--- config.mk ---
export PLATFORM = sky130hd
export DESIGN_NAME = bin_to_bcd_seq
export DESIGN_NICKNAME = d
export VERILOG_FILES = /design/src/rtl/bin_to_bcd_seq.sv
export SDC_FILE = /design/constraint.sdc
export NUM_CORES = 1
export LEC_CHECK = 0
export BUFFER_PORTS_ARGS = -buffer_cell sky130_fd_sc_hd__buf_4
export CORE_MARGIN = 2
export CORE_UTILIZATION = 51
export CTS_BUF_LIST = sky130_fd_sc_hd__clkbuf_4
export DETAILED_ROUTE_END_ITERATION = 10
export HOLD_SLACK_MARGIN = 0.03
export PLACE_DENSITY = 0.72
export RECOVER_POWER = 25
export SYNTH_ARGS = -nofsm -noshare
export SYNTH_HDL_FRONTEND = slang
export SYNTH_SLANG_ARGS = --single-unit
--- constraint.sdc ---
create_clock -name sys_clk -period 2.81 [get_ports sys_clk]
set_clock_uncertainty 0.1 [all_clocks]
set_input_delay 0.1405 -clock sys_clk [delete_from_list [all_inputs] [get_ports sys_clk]]
set_output_delay 0.1405 -clock sys_clk [all_outputs]
set_load 0.01 [all_outputs]
--- src/rtl/bin_to_bcd_seq.sv ---
// Sequential binary-to-BCD converter (double dabble, one input bit per clock)
// with valid/ready handshakes, signed input, overflow flag and leading-zero mask.
module bin_to_bcd_seq #(
  parameter int BIN_W  = 14,
  parameter int DIGITS = 5
) (
  input  logic                  sys_clk,
  input  logic                  sys_rst_n,
  input  logic                  in_valid,
  output logic                  in_ready,
  input  logic [BIN_W-1:0]      in_data,
  input  logic                  in_signed,
  output logic                  out_valid,
  input  logic                  out_ready,
  output logic [4*DIGITS-1:0]   out_bcd,
  output logic                  out_neg,
  output logic                  out_ovf,
  output logic [DIGITS-1:0]     out_blank
);

  localparam int BCD_W = 4 * DIGITS;
  localparam int CNT_W = $clog2(BIN_W + 1);

  if (BIN_W < 2 || DIGITS < 1) begin : g_param_err
    $error("bin_to_bcd_seq: BIN_W must be >= 2 and DIGITS >= 1");
  end

  typedef enum logic [1:0] {
    IDLE = 2'd0,
    CONV = 2'd1,
    DONE = 2'd2
  } state_e;

  state_e              state_q,     state_d;
  logic [CNT_W-1:0]    cnt_q,       cnt_d;
  logic [BCD_W-1:0]    acc_q,       acc_d;
  logic [BIN_W-1:0]    mag_q,       mag_d;
  logic                neg_q,       neg_d;
  logic                sticky_q,    sticky_d;
  logic                ovalid_q,    ovalid_d;
  logic [BCD_W-1:0]    obcd_q,      obcd_d;
  logic                oneg_q,      oneg_d;
  logic                oovf_q,      oovf_d;
  logic [DIGITS-1:0]   oblank_q,    oblank_d;

  logic [BCD_W-1:0]    adj_s;
  logic [BCD_W-1:0]    acc_shift_s;
  logic                sticky_shift_s;

  // Add 3 to every digit above 4 before the shift (4-bit, carry discarded).
  function automatic logic [BCD_W-1:0] dabble_adj(input logic [BCD_W-1:0] a);
    logic [BCD_W-1:0] r;
    logic [3:0]       dig;
    r = a;
    for (int i = 0; i < DIGITS; i++) begin
      dig = a[4*i +: 4];
      r[4*i +: 4] = (dig > 4'd4) ? dig + 4'd3 : dig;
    end
    return r;
  endfunction

  // Digit i is blank when it and every more significant digit are zero; units never blank.
  function automatic logic [DIGITS-1:0] blank_mask(input logic [BCD_W-1:0] a);
    logic [DIGITS-1:0] m;
    logic              nz;
    m  = '0;
    nz = 1'b0;
    for (int i = DIGITS - 1; i >= 1; i--) begin
      nz   = nz | (a[4*i +: 4] != 4'd0);
      m[i] = ~nz;
    end
    return m;
  endfunction

  // One double-dabble step on the current accumulator.
  always_comb begin
    adj_s          = dabble_adj(acc_q);
    acc_shift_s    = {adj_s[BCD_W-2:0], mag_q[BIN_W-1]};
    sticky_shift_s = sticky_q | adj_s[BCD_W-1];
  end

  // Next-state and datapath control.
  always_comb begin
    state_d  = state_q;
    cnt_d    = cnt_q;
    acc_d    = acc_q;
    mag_d    = mag_q;
    neg_d    = neg_q;
    sticky_d = sticky_q;
    ovalid_d = ovalid_q;
    obcd_d   = obcd_q;
    oneg_d   = oneg_q;
    oovf_d   = oovf_q;
    oblank_d = oblank_q;
    case (state_q)
      IDLE: begin
        if (in_valid) begin
          state_d  = CONV;
          cnt_d    = '0;
          acc_d    = '0;
          sticky_d = 1'b0;
          if (in_signed && in_data[BIN_W-1]) begin
            mag_d = ~in_data + BIN_W'(1);
            neg_d = 1'b1;
          end else begin
            mag_d = in_data;
            neg_d = 1'b0;
          end
        end else begin
          state_d = IDLE;
        end
      end
      CONV: begin
        acc_d    = acc_shift_s;
        mag_d    = {mag_q[BIN_W-2:0], 1'b0};
        sticky_d = sticky_shift_s;
        cnt_d    = cnt_q + CNT_W'(1);
        if (cnt_q == CNT_W'(BIN_W - 1)) begin
          state_d  = DONE;
          obcd_d   = acc_shift_s;
          oneg_d   = neg_q;
          oovf_d   = sticky_shift_s;
          oblank_d = blank_mask(acc_shift_s);
          ovalid_d = 1'b1;
        end else begin
          state_d = CONV;
        end
      end
      DONE: begin
        if (out_ready) begin
          ovalid_d = 1'b0;
          state_d  = IDLE;
        end else begin
          state_d = DONE;
        end
      end
      default: begin
        state_d  = IDLE;
        ovalid_d = 1'b0;
      end
    endcase
  end

  // State and output registers with synchronous active-low reset.
  always_ff @(posedge sys_clk) begin
    if (!sys_rst_n) begin
      state_q  <= IDLE;
      cnt_q    <= '0;
      acc_q    <= '0;
      mag_q    <= '0;
      neg_q    <= 1'b0;
      sticky_q <= 1'b0;
      ovalid_q <= 1'b0;
      obcd_q   <= '0;
      oneg_q   <= 1'b0;
      oovf_q   <= 1'b0;
      oblank_q <= '0;
    end else begin
      state_q  <= state_d;
      cnt_q    <= cnt_d;
      acc_q    <= acc_d;
      mag_q    <= mag_d;
      neg_q    <= neg_d;
      sticky_q <= sticky_d;
      ovalid_q <= ovalid_d;
      obcd_q   <= obcd_d;
      oneg_q   <= oneg_d;
      oovf_q   <= oovf_d;
      oblank_q <= oblank_d;
    end
  end

  assign in_ready  = (state_q == IDLE);
  assign out_valid = ovalid_q;
  assign out_bcd   = obcd_q;
  assign out_neg   = oneg_q;
  assign out_ovf   = oovf_q;
  assign out_blank = oblank_q;

endmodule

==> results.md, run 1 <==
* Outcome: finished with violations
* Violations in the final reports: design-rule violations
* Hold Crit Endpoint: mag_q[5]$_SDFFE_PN0P_
* Transition time of the tightest slew-check pin at 749 ps
* Cell Rows at 29
* Most used cells in the layout excluding fill and tap cells: 69 x dfxtp_1, 54 x nor2_1, 53 x nand2_1
* Number of ports placed on the die boundary at 48
* Master of the slowest instance on the critical path: a2111oi_4
* Number of global-route vias before repair at 2,800
* CTS Buf Count at 9
* Global placement routability congestion at 0.817
* Maximum count of clock buffers along a single path at 2
* Growth of design area from synthesis to finish at 15.7%
* Synthesized netlist net count at 459
* Top cell type by total area after synthesis: dfxtp_1
* Largest net degree at the start of global routing at 34
* Number of I/O port buffers at 46
* Met3 Resource Use GR at 0.0289
* Slowest cell delay on critical path at 450 ps
* Post-cts gate resize count at 0
* Slew Limit Fails at 0
* Clock sink count at 69
* DP Wirelength at 5330 um
* Reg2Reg Capture Point: out_blank[2]$_SDFFE_PN0P_
* Synth top area cells: dfxtp_1 40%, nor2_1 6.0%, nand2_1 5.8%, a21oi_1 5.6%, a22oi_1 4.4%
* Count of antenna diodes in the layout at 0
* Clk pin slew, worst setup/hold paths at 110 ps
* Reg-to-reg startpoint: acc_q[16]$_SDFFE_PN0P_
* Global-route wire length before repair at 13,200 um
* Height of the die at 85.8 um
* Final global-route overflow total at 0
* Post-layout total power at 1750 uW
* Number of distinct library cells after synthesis at 47
* Async set or reset register ratio after synthesis at 0
* Total leakage power at 0.00160 uW
* Count of cells along the worst hold path at 5
* Most Used Layer, Global Route: met2
* Hold buffers post-CTS at 12
* Cell chosen for the clock root: clkbuf_4
* Part of the cycle the worst path needs at 0.767
* Placeable core region at 0.00642 sq mm
* Die Footprint at 0.00736 sq mm
* Reg2Reg Depth at 7
* Number of remaining DRC errors at 3
* Number of nets at the end of the flow at 509
* Netlist area before placement at 0.00341 sq mm
* Number of hold-slack violations in the final timing report at 0
* Depth of the CTS H-tree at 3
* Worst-path maximum fanout at 6
* Iteration-0 DRC count of the detailed router at 134
* Post-Synthesis Mean Instance Area at 7.97 sq um
* Max Cap Viol at 0
* Count of warnings emitted by yosys at 0
* Worst EP arrival at 2400 ps
* Sum Neg Setup Slack at 0 ps
* Initial antenna violation count at 0
* Class of the tightest hold or removal check: in -> reg
* Clock Latency Late Sink at 410 ps
* Post-synthesis instance total at 428
* Setup slack of the most critical reg-to-reg path at 660 ps
* Period minus WS final at 2150 ps
* Final setup viols at 0
* Hold path startpoint: in_data[5]
* Number of enable-type register cells in the synthesized netlist at 0
* Detailed-route vias per instance at 5.53
* Met1 layer usage reported by global route at 0.304
* Critical path capture point type: register
* GRT Total Usage at 0.223
* Fraction of layout instances using a drive strength above 1 at 0.110
* Share of the yosys chip area belonging to registers at 0.405
* Max frequency at 0.464 GHz
* Pre-Repair DR Iteration Count at 7
* Count of antenna-violating nets left after detailed routing at 0
* IR drop worst, VDD at 0.000198 V
* Setup Fix Bufs, Post-CTS at 0
* Leading register cell type out of synthesis: dfxtp_1
* Required time reported for the critical path endpoint at 3060 ps
* Initial Utilization at 0.531
* Worst setup SP type: register
* Worst max-slew margin expressed relative to the limit at 0.500
* Cell-by-cell trace of the critical path: inv_1 -> ha_1 -> nor2b_1 -> o21ai_0 -> o2111ai_2 -> a2111oi_4 -> a31o_1
* Average routed wire per standard cell at 13.9 um
* Commonest non-fill, non-tap cell in the layout: dfxtp_1
* Synthesized flop and latch total at 69
* Worst setup path class: reg -> reg
* Cell Pwr Density at 443 mW/mm^2
* GR Layer Usage met2 at 0.361
* Via Count at 3,095
* Chip width at 85.8 um
* RSZ-0062 raised after global routing: no
* Synth top area share at 0.405
* TritonCTS clock tree: done
* Drt total wl at 7790 um
state kept, by name (all words and copies together) (netlist names), 2 cells and up:
| register | flops |
|---|---|
| acc_q | 20 |
| mag_q | 14 |
| out_bcd | 20 |
| out_blank | 4 |
| state_q | 2 |
| cnt_q | 4 |
worst max-delay path, delay by kind of cell, from the launching register on:
| kind | cells | cell delay, ps |
|---|---|---|
| compound gates | 4 | 1120 |
| fa+ha+maj | 1 | 220 |
| buf+inv | 1 | 90 |
| flops | 1 | 440 |
| simple gates | 1 | 130 |
report_power, final:
part           switching [uW]  internal (uW)  total, uW
logic                     115           76.3        191
clock network             331            216        547
registers                13.5            997       1010
total                     460           1290       1750
cell usage after synthesis (2+ instances only):
| cell | instances |
|---|---|
| dfxtp_1 | 69 |
| nor2_1 | 55 |
| nand2_1 | 53 |
| a21oi_1 | 38 |
| clkbuf_1 | 21 |
| inv_1 | 21 |
| a22oi_1 | 20 |
| o21ai_0 | 16 |
| nand3_1 | 15 |
| ha_1 | 12 |
| nor3_1 | 11 |
| a31oi_1 | 9 |
| mux2i_1 | 9 |
| nor2b_1 | 7 |
| xnor2_1 | 7 |
| xor2_1 | 7 |
| a211oi_1 | 5 |
| and3_1 | 5 |
| nand2b_1 | 4 |
| a31o_1 | 3 |
| a41oi_1 | 3 |
| nor3b_1 | 3 |
| o211a_1 | 3 |
| a21o_1 | 2 |
| a221oi_1 | 2 |
| buf_1 | 2 |
| buf_2 | 2 |
| nand4_1 | 2 |
| nor4_1 | 2 |
| o21a_1 | 2 |
| or2_2 | 2 |
how the worst max path moves through the flow:
stage / slack [ps] / start / depth (start not counted) / endpoint
2_1_floorplan: 900 / acc_q[16]$_SDFFE_PN0P_ / 7 / out_blank[2]$_SDFFE_PN0P_
3_3_place_gp: 770 / acc_q[16]$_SDFFE_PN0P_ / 7 / out_blank[2]$_SDFFE_PN0P_
3_5_place_dp: 700 / acc_q[16]$_SDFFE_PN0P_ / 7 / out_blank[2]$_SDFFE_PN0P_
4_1_cts: 660 / acc_q[16]$_SDFFE_PN0P_ / 7 / out_blank[2]$_SDFFE_PN0P_
5_1_grt: 440 / acc_q[16]$_SDFFE_PN0P_ / 7 / out_blank[2]$_SDFFE_PN0P_
6_report: 660 / acc_q[16]$_SDFFE_PN0P_ / 7 / out_blank[2]$_SDFFE_PN0P_
layer usage:
layer | share of wire | vias up
met3 | 0.034 | 9
met1 | 0.51 | 1418
met5 | 0 | -
li1 | - | 1598
met2 | 0.45 | 70
met4 | 0.013 | 0
stage by stage:
step	hold WS, ps	cells	util	setup WS [ps]	area (sq um)
after floorplan	201	428	-	898	3410
after global placement	327	532	0.593	765	3810
after detailed placement	330	532	0.593	704	3810
after CTS	44.5	560	0.629	658	4040
after global routing	95.1	560	0.615	439	3950
final	72.6	560	0.615	656	3950
kinds of logic (layout without fill, tap and decap cells):
logic type / count (synthesis) / after routing / synth area share
AO/OA/AOI/OAI: 110 / 110 / 0.213
XOR/XNOR: 14 / 14 / 0.0359
adder cells (fa/ha/maj): 12 / 12 / 0.0440
buffers and inverters: 48 / 103 / 0.0546
flip-flops: 69 / 69 / 0.405
multiplexers: 10 / 10 / 0.0297
other: 1 / 1 / 0.00110
AND/OR/NAND/NOR: 164 / 164 / 0.217
cell type report:
type                    instances  area [sq um]
repair buffers                 65           428
multi-input cells             311          1850
inverters                      22          82.6
clock inverters                 3          12.5
clock buffers                  13          97.6
flip-flops and latches         69          1380
fillers                       591          2470
well taps                      77          96.3
Note: power is estimated with default switching activity, not from simulation.
==> run 2, diff against run 1 <==
- clock period: 2.81 -> 2.2 ns (I/O delays scaled with it)
==> run 2 against run 1 <==
Against the previous run: the run still ends with design-rule violations left; global-route usage up 0.66 points; total power up 33%; maximum frequency up 4.8%.
==> results.md, run 2 (synthesis gave the netlist of run 1 again) <==
* Cell-by-cell trace of the critical path: inv_1 -> ha_1 -> inv_1 -> a21o_1 -> or3_1 -> a2111oi_4 -> a31o_1
* Total leakage power at 0.00163 uW
* Post-layout util at 0.625
* CP top delay family: compound AO/OA/AOI/OAI gates
* Initial antenna violation count at 0
* Endpoint of the worst setup timing path: out_blank[2]$_SDFFE_PN0P_
* Detailed-route vias per instance at 5.62
* Maximum count of clock buffers along a single path at 2
* Global-route wire length before repair at 13,600 um
* Depth of the CTS H-tree at 3
* Count of cells along the worst hold path at 5
* Worst-path maximum fanout at 5
* Commonest non-fill, non-tap cell in the layout: dfxtp_1
* Setup slack after layout at 145 ps
* Cell Pwr Density at 581 mW/mm^2
* Clk pin slew, worst setup/hold paths at 110 ps
* Number of cells on the critical path at 7
* Reg-to-reg startpoint: acc_q[12]$_SDFFE_PN0P_
* Number of remaining DRC errors at 3
* Number of hold-slack violations in the final timing report at 0
* Clock sink count at 69
* Outcome: finished with violations
* Critical Path Most Common Cell: inv_1
* Critical path capture point type: register
* Number of I/O port buffers at 46
* Final hold slack at 54.2 ps
* Placeable core region at 0.00642 sq mm
* Max frequency at 0.487 GHz
* Chip width at 85.8 um
* GRT Total Usage at 0.230
* DP Wirelength at 5530 um
* Reg2Reg Depth at 7
* Dpl ws at 128 ps
* Cell Rows at 29
* IR drop worst, VDD at 0.000333 V
* Number of global-route vias before repair at 2,988
* Setup slack of the most critical reg-to-reg path at 150 ps
* Violations in the final reports: design-rule violations
* Worst setup SP type: register
* Max Cap Viol at 0
* Period minus WS final at 2050 ps
* Final global-route overflow total at 0
* Cell area after layout at 0.00402 sq mm
* Number of ports placed on the die boundary at 48
* Average routed wire per standard cell at 14.6 um
* Class of the tightest hold or removal check: in -> reg
* Growth of design area from synthesis to finish at 17.7%
* TritonCTS clock tree: done
* Height of the die at 85.8 um
* Reg2Reg Capture Point: out_blank[2]$_SDFFE_PN0P_
* Initial Utilization at 0.531
* Beginning of the critical path: acc_q[12]$_SDFFE_PN0P_
* Part of the cycle the worst path needs at 0.934
* Area post-placement at 0.00384 sq mm
* Largest net degree at the start of global routing at 38
* Iteration-0 DRC count of the detailed router at 141
* Worst EP arrival at 2300 ps
* Cell chosen for the clock root: clkbuf_4
* Worst setup path class: reg -> reg
* Fraction of layout instances using a drive strength above 1 at 0.117
* Count of antenna diodes in the layout at 0
* Final setup viols at 0
* Sum Neg Setup Slack at 0 ps
* Slowest cell delay on critical path at 420 ps
* Worst max-slew margin expressed relative to the limit at 0.411
* Required time reported for the critical path endpoint at 2450 ps
* Transition time of the tightest slew-check pin at 881 ps
* Count of antenna-violating nets left after detailed routing at 0
* Drt total wl at 8230 um
* Slew Limit Fails at 0
* Most used cells in the layout excluding fill and tap cells: 68 x dfxtp_1, 54 x nor2_1, 53 x nand2_1
* Clock Latency Late Sink at 410 ps
* CTS Buf Count at 9
* Via Count at 3,171
* Master of the slowest instance on the critical path: a2111oi_4
* Number of nets at the end of the flow at 513
* Total buffers and inverters traversed by the critical path at 2
* Die Footprint at 0.00736 sq mm
* Global placement routability congestion at 0.843
* Pre-Repair DR Iteration Count at 10
* RSZ-0062 raised after global routing: no
-- run 2: worst min-delay path by stage --
stage	from	endpoint	slack (ps)
floorplan	in_data[0]	mag_q[0]$_SDFFE_PN0P_	170
global placement	in_data[0]	mag_q[0]$_SDFFE_PN0P_	300
detailed placement	in_data[0]	mag_q[0]$_SDFFE_PN0P_	310
CTS	in_data[13]	mag_q[13]$_SDFFE_PN0P_	50
global route	in_data[1]	mag_q[1]$_SDFFE_PN0P_	90
finish	in_data[1]	mag_q[1]$_SDFFE_PN0P_	50
-- run 2: report_power, final --
| group | switching [uW] | leakage [uW] | internal (uW) |
|---|---|---|---|
| Clock | 439 | 0.0000773 | 349 |
| Combinational | 149 | 0.000991 | 103 |
| Sequential | 17.7 | 0.000559 | 1270 |
-- run 2: layer usage --
layer	share of wire	vias up	GRT usage
li1	-	1601	-
met2	0.46	86	0.377
met4	0.0073	0	0.0808
met5	0	-	0
met3	0.045	7	0.0395
met1	0.49	1477	0.306
-- run 2: repair_timing --
item,CTS,global route
hold buffers,14,0
hold endpoints to repair,18,0
endpoints found under the setup margin,0,3
resized for setup,0,2
setup buffers,0,0
-- run 2: layout make-up --
class | count | area, sq um
fillers | 588 | 2410
multi-input cells | 311 | 1850
flip-flops and latches | 69 | 1380
repair buffers | 69 | 475
well taps | 77 | 96.3
inverters | 22 | 82.6
clock buffers | 10 | 75.1
clock inverters | 6 | 53.8
-- run 2: worst register-to-register path, stage by stage, from the launching register on --
cell and delay, ps:
dfxtp_1 350, inv_1 120, ha_1 200, inv_1 50
a21o_1 220, or3_1 370, a2111oi_4 420, a31o_1 190
-- run 2: metrics by stage --
stage | power, uW | instances
floorplan | 1460 | 428
CTS | 2350 | 564
detailed placement | 1550 | 534
global placement | 1550 | 534
finish | 2330 | 564
global route | 2440 | 564
